`src/rtl/dmux_stream.sv`:
```
// Registered 1-to-N stream demultiplexer. It holds one word and a mask of channels that still owe a
// handshake. A new word is accepted only once every addressed channel has taken the current one.
module dmux_stream #(
  parameter int WIDTH = 16,
  parameter int SEL_W = 3,
  localparam int N = 1 << SEL_W
) (
  input  logic             clk,
  input  logic             rst_n,
  input  logic             in_valid,
  output logic             in_ready,
  input  logic [WIDTH-1:0] in_data,
  input  logic [SEL_W-1:0] in_sel,
  input  logic             in_bcast,
  output logic [N-1:0]     out_valid,
  input  logic [N-1:0]     out_ready,
  output logic [WIDTH-1:0] out_data,
  output logic             busy,
  output logic [15:0]      in_count
);

  logic [N-1:0]     pend_reg;
  logic [N-1:0]     pend_next;
  logic [N-1:0]     remain;
  logic [N-1:0]     sel_mask;
  logic [WIDTH-1:0] data_reg;
  logic [15:0]      count_reg;
  logic             accept;

  // Decode the target mask. Broadcast forces every bit on.
  generate
    for (genvar gi = 0; gi < N; gi++) begin : g_sel
      assign sel_mask[gi] = in_bcast | (in_sel == SEL_W'(gi));
    end
  endgenerate

  // Channels that are still pending after this cycle's handshakes. The combinational path from
  // out_ready to in_ready is deliberate: it lets a word be refilled in the same cycle it drains.
  assign remain   = pend_reg & ~out_ready;
  assign in_ready = (remain == '0);
  assign accept   = in_valid & in_ready;

  always_comb begin
    pend_next = remain;
    if (accept) begin
      pend_next = sel_mask;
    end
  end

  always_ff @(posedge clk or negedge rst_n) begin
    if (!rst_n) begin
      pend_reg  <= '0;
      data_reg  <= '0;
      count_reg <= '0;
    end else begin
      pend_reg <= pend_next;
      if (accept) begin
        data_reg  <= in_data;
        count_reg <= count_reg + 16'd1;
      end
    end
  end

  assign out_valid = pend_reg;
  assign out_data  = data_reg;
  assign busy      = |pend_reg;
  assign in_count  = count_reg;

endmodule

```
`config.mk`:
```
export PLATFORM = sky130hd
export DESIGN_NAME = dmux_stream
export DESIGN_NICKNAME = d
export VERILOG_FILES = /design/src/rtl/dmux_stream.sv
export SDC_FILE = /design/constraint.sdc
export NUM_CORES = 1
export LEC_CHECK = 0
export ABC_AREA = 1
export BUFFER_PORTS_ARGS = -buffer_cell sky130_fd_sc_hd__buf_2
export CAP_MARGIN = 20
export CORE_ASPECT_RATIO = 2
export CORE_UTILIZATION = 49
export CTS_BUF_LIST = sky130_fd_sc_hd__clkbuf_16
export DETAILED_ROUTE_END_ITERATION = 10
export MAX_ROUTING_LAYER = met4
export PLACE_DENSITY = 0.83
export SYNTH_ARGS = -nofsm -noshare
export SYNTH_HDL_FRONTEND = slang
export SYNTH_SLANG_ARGS = --single-unit
```
`constraint.sdc`:
```
create_clock -name clk -period 1.4 [get_ports clk]
set_input_delay 0.35 -clock clk [delete_from_list [all_inputs] [get_ports clk]]
set_output_delay 0.35 -clock clk [all_outputs]
set_load 0.02 [all_outputs]
```
==> results of run 1 <==
-- cell usage after synthesis (2+ instances only) --
master | count | area (um2)
inv_1 | 22 | 82.6
nand4_1 | 5 | 31.3
nand3_1 | 7 | 35.0
xnor2_1 | 7 | 61.3
nor2_1 | 12 | 45.0
o21ai_0 | 8 | 40.0
buf_6 | 6 | 67.6
nor2_2 | 5 | 31.3
o21ai_1 | 4 | 20.0
nand2_1 | 142 | 533
nor4_1 | 2 | 12.5
dfrtp_1 | 40 | 1000
a31oi_1 | 3 | 18.8
-- what timing repair did --
| item | 4_1_cts | 5_1_grt |
|---|---|---|
| pin swaps | 6 | 31 |
| gates cloned | 0 | 4 |
| resized for setup | 7 | 105 |
| setup endpoints to repair | 2 | 42 |
| setup buffers | 4 | 0 |
-- critical path, delay by kind of cell (launching register included) --
kind                   cells  cell delay [ns]
AND/OR/NAND/NOR            4             0.48
buffers and inverters      2             0.18
flip-flops                 1             0.38
-- cell usage in the layout, fill, tap and decap left out, types with 6 or more instances in the layout --
cell type	instances
buf_2	71
clkbuf_16	9
dfrtp_1	35
inv_1	22
nand2_1	81
nand2_2	43
nand2_4	19
nand3_1	6
nor2_1	12
xnor2_1	6
-- state kept, by name, indices dropped and copies added, names as in the netlist --
register,count
out_valid,8
out_data,16
in_count,16
-- through the flow --
step	setup slack, ns	power (W)
2_1_floorplan	0.0553	0.00339
3_3_place_gp	0.0125	0.00417
3_5_place_dp	0.0203	0.00422
4_1_cts	-0.223	0.00574
5_1_grt	-0.313	0.00700
6_report	-0.285	0.00668
-- logic make-up after synthesis --
group,synth area share
buffers and inverters,0.0781
adder cells (fa/ha/maj),0.00615
XOR/XNOR,0.0345
AO/OA/AOI/OAI,0.0425
flip-flops,0.492
AND/OR/NAND/NOR,0.346
-- power by group --
| group | switching (W) | internal (W) |
|---|---|---|
| sequential | 0.000360 | 0.00157 |
| combinational | 0.00201 | 0.00143 |
| clock | 0.000471 | 0.000837 |
-- final cells by class --
class	count	area share
repair buffers	88	0.200
well taps	51	0.0203
clock buffers	5	0.0398
multi-input cells	200	0.376
inverters	23	0.0299
clock inverters	3	0.0135
flip-flops and latches	40	0.320
-- routing by layer --
layer | wire length (um) | part of all wire | track usage | vias up
met5 | 0 | 0 | - | -
li1 | - | - | - | 1014
met3 | 303 | 0.046 | 0.0405 | 40
met4 | 388 | 0.059 | 0.104 | 0
met2 | 3570 | 0.55 | 0.445 | 103
met1 | 2290 | 0.35 | 0.280 | 1057
-- path summary, 6_finish.rpt --
check | start | endpoint | slack, ns
hold reg to reg | out_data[6] | out_data[6] | 0.47
hold / removal | rst_n | in_count[7] | 0.02
setup reg to reg | out_valid[3] | out_valid[1] | -0.21
setup / recovery | out_valid[3] | in_ready | -0.29
min in group clk | in_data[7] | out_data[7] | 0.26
max in group asynchronous | rst_n | in_count[2] | 1.15
==> results.toml, run 1 <==
[cells_and_area]
final_core_util = 0.801
final_nets = 390
seq_area_mm2 = 0.00101
syn_to_final_growth_pct = 54.6
diodes = 0
drive_gt1_frac = 0.490
multiInputGateArea_mm2 = 0.00118
fin_cells = 410
fillers = 262
fin_area_mm2 = 0.00314

[clock_tree]
clock_path_buffers = 2
cts_hold_buf = 0
cts.sinks = 40
cts_tree = "yes"
cts_buffers = 5
root_buffer = "clkbuf_16"
htree_num_levels = 2
clk_latency_ns = 0.29
clk_pin_slew_worst_paths_ns = 0.06

[outcome]
violations = "setup timing"
outcome = "complete, but fails checks"

[route]
antenna_left = 0
wl_mm = 6.55
drcViolationCount = 0
via_count = 2214
drtIter0Drc = 90
firstDrtPassIters = 4
viasPerCell = 5.40
wl_per_cell_um = 16.0

[floorplanning]
fp.coreArea_mm2 = 0.00392
initial_utilization = 0.518
ios = 73
rows = 32
die_w_um = 47.6
die_h_um = 93.1
dieArea_mm2 = 0.00443

[flow_run]
max_cap_viol_count = 0

[sta]
holdWs_ns = 0.0180
period_share = 1.20
slew_headroom = 0.719
worst_slack_ns = -0.285
fin_crit_ns = 1.69
rsz0062_at_grt = "yes"
worst_pin_slew_ns = 0.417
tns_ns = -5.97
finalHoldViolCount = 0
clock_skew_ns = 0.00268
fmax_ghz = 0.593
slew_viol_final = 0
setup-violations-final = 42

[global_route]
grt_pass1_vias = 2009
antenna_found_initial = 0
grt_pass1_wl_mm = 8.16
grt_max_degree = 41
grt.overflow.total = 0
grt_use_total = 0.259

[placed_design]
placed_area_mm2 = 0.00249
gp_congestion = 0.896
io_buffers = 72
place_hpwl_mm = 3.63
post-place-cells = 395

[worst_setup_path]
cp_common_cell = "nand2_1"
cp-start-kind = "flip-flop"
cp.required_ns = 1.05
critPathArrivalTime_ns = 1.34
crit_fanout = 2
critPathCaptureType = "output port"
crit_path_cell_trace = "nand2_1, nand2_2, nor2_4, nand2_1, inv_1, buf_6"
path_class = "flip-flop to output port"
reg2reg_depth = 9
crit_slowest_cell = "dfrtp_1"
max_stage_delay_ns = 0.38

[synthesis]
synth-edff-count = 0
ys.flop_type = "dfrtp_1"
synth_nets = 302
yosysSeqAreaShare = 0.492
syn-cell-area_mm2 = 0.00203
synth_warnings = 0
syn_area_per_cell_um2 = 7.53
ys_ff_latch = 40
ys_types = 20
syn_inst = 270
async_flop_share = 1.00

[worst_hold_path]
hp-class = "primary input to async pin"

[power_and_ir_drop]
p_leak_nw = 1.76
p_per_area_mw_per_mm2 = 2130
max-vdd-ir-drop_v = 0.00166
(Power assumes the default switching activity.)
==> run 2, diff against run 1 <==
Settings changed: REMOVE_ABC_BUFFERS set to 1.
==> results.toml, run 2 (synthesis gave the netlist of run 1 again) <==
[worst_setup_path]
crit_path_cell_trace = "nor4_4, nand2_1, buf_2"
cp.required_ns = 1.05
cp-start-kind = "flip-flop"
crit_fanout = 3
crit_slowest_cell = "dfrtp_2"
critPathCaptureType = "output port"
max_stage_delay_ns = 0.44
critPathArrivalTime_ns = 1.30
path_class = "flip-flop to output port"

[placed_design]
gp_congestion = 0.850
post-place-cells = 392
place_hpwl_mm = 3.62
io_buffers = 72

[global_route]
grt_use_total = 0.253
grt.overflow.total = 0
grt_pass1_vias = 1865
grt_pass1_wl_mm = 7.82
antenna_found_initial = 0
grt_max_degree = 27

[sta]
fmax_ghz = 0.605
setup-violations-final = 34
slew_headroom = 0.730
finalHoldViolCount = 11
clock_skew_ns = 0.00270
period_share = 1.18
fin_crit_ns = 1.65
holdWs_ns = -0.00500
worst_slack_ns = -0.252
rsz0062_at_grt = "yes"
slew_viol_final = 0
worst_pin_slew_ns = 0.401
tns_ns = -1.14

[floorplanning]
dieArea_mm2 = 0.00443
die_h_um = 93.1
fp.coreArea_mm2 = 0.00392
die_w_um = 47.6
initial_utilization = 0.518
rows = 32
ios = 73

[cells_and_area]
seq_area_mm2 = 0.00101
final_common_cell = "nand2_1"
multiInputGateArea_mm2 = 0.00103
layout_common_cells = "118 x nand2_1, 71 x buf_2, 34 x dfrtp_1"
diodes = 0
syn_to_final_growth_pct = 44.5
fillers = 323
fin_cells = 406
final_nets = 387
drive_gt1_frac = 0.380

[power_and_ir_drop]
p_leak_nw = 1.60
power_switching_w = 0.00254
seq_power_share = 0.324
p_comb_frac = 0.502
p_per_area_mw_per_mm2 = 2050
p_int_w = 0.00347
max-vdd-ir-drop_v = 0.00163
swShare = 0.422
power.share.clock = 0.174

[clock_tree]
clock_path_buffers = 2
cts_hold_buf = 0
root_buffer = "clkbuf_16"
clk_latency_ns = 0.28
cts_tree = "yes"
clk_pin_slew_worst_paths_ns = 0.05
cts.sinks = 40
cts_buffers = 5
htree_num_levels = 2

[route]
wl_mm = 5.74
antenna_left = 0
via_count = 2050
drcViolationCount = 0
wl_per_cell_um = 14.1
firstDrtPassIters = 4
drtIter0Drc = 73
viasPerCell = 5.05

[flow_run]
max_cap_viol_count = 0

[outcome]
violations = "hold timing, setup timing"
outcome = "complete, but fails checks"

[worst_hold_path]
hp-class = "primary input to async pin"
[run 2: cell types whose count changed in the layout (fill, tap and decap cells not counted), moves of 2 or more]
cell / delta
nand2_1: +37
nand2_2: -22
nand2_4: -15
buf_6: -3
nor2_1: -2
nor2_4: +2
o21ai_1: +2
o21ai_2: -2
[run 2: cell type report]
type / count / area share
clock inverter: 2 / 0.00256
timing repair buffer: 85 / 0.206
tap: 51 / 0.0217
multi-input combinational: 200 / 0.352
sequential: 40 / 0.343
inverter: 23 / 0.0319
clock buffer: 5 / 0.0426
[run 2: metal layers]
layer,track usage,wire length (um)
met5,-,0
met4,0.123,131
met3,0.0251,193
met2,0.439,3370
met1,0.268,2040
[run 2: power by group through the flow]
stage / sequential, W / combinational [W] / clock [W]
6_report: 0.00195 / 0.00302 / 0.00105
5_1_grt: 0.00199 / 0.00324 / 0.00111
4_1_cts: 0.00190 / 0.00234 / 0.00106
3_5_place_dp: 0.00187 / 0.00231 / 0
3_3_place_gp: 0.00188 / 0.00226 / 0
2_1_floorplan: 0.00234 / 0.000867 / 0
[run 2: worst paths after layout]
kind                                   start           end  slack, ns  cells past startpoint
worst min register to register   out_data[1]   out_data[1]       0.47                      2
worst max register to register  out_valid[3]  out_data[13]      -0.05                      8
min in group clk                  in_data[1]   out_data[1]       0.26                      3
max in group asynchronous              rst_n  out_valid[1]       0.92                      2
worst min-delay path                   rst_n  out_data[10]     -0.005                      1
worst max-delay path            out_valid[3]          busy      -0.25                      3
[run 2: through the flow]
step	area [um2]	total power, W	setup WS [ns]	hold WS, ns	utilization
floorplan	1960	0.00321	-0.458	0.0544	-
global placement	2480	0.00414	-0.00640	0.300	0.632
detailed placement	2480	0.00418	-0.0947	0.306	0.632
CTS	2630	0.00529	-0.234	0.0140	0.670
global route	2940	0.00634	-0.303	0.0177	0.749
finish	2940	0.00601	-0.252	-0.00500	0.749
[run 2: timing repair]
| action | in CTS | in global routing |
|---|---|---|
| buffers inserted | 0 | 2 |
| gates resized for setup | 3 | 56 |
| endpoints found under the setup margin | 2 | 39 |
| cloned | 0 | 5 |
| endpoints found under the hold margin | 0 | 0 |
| pin swaps | 1 | 10 |
[run 2: worst max-delay path: cells and delay by family (launching register included)]
kind	cells	cell delay, ns
flops	1	0.44
simple gates	2	0.42
buf+inv	1	0.16
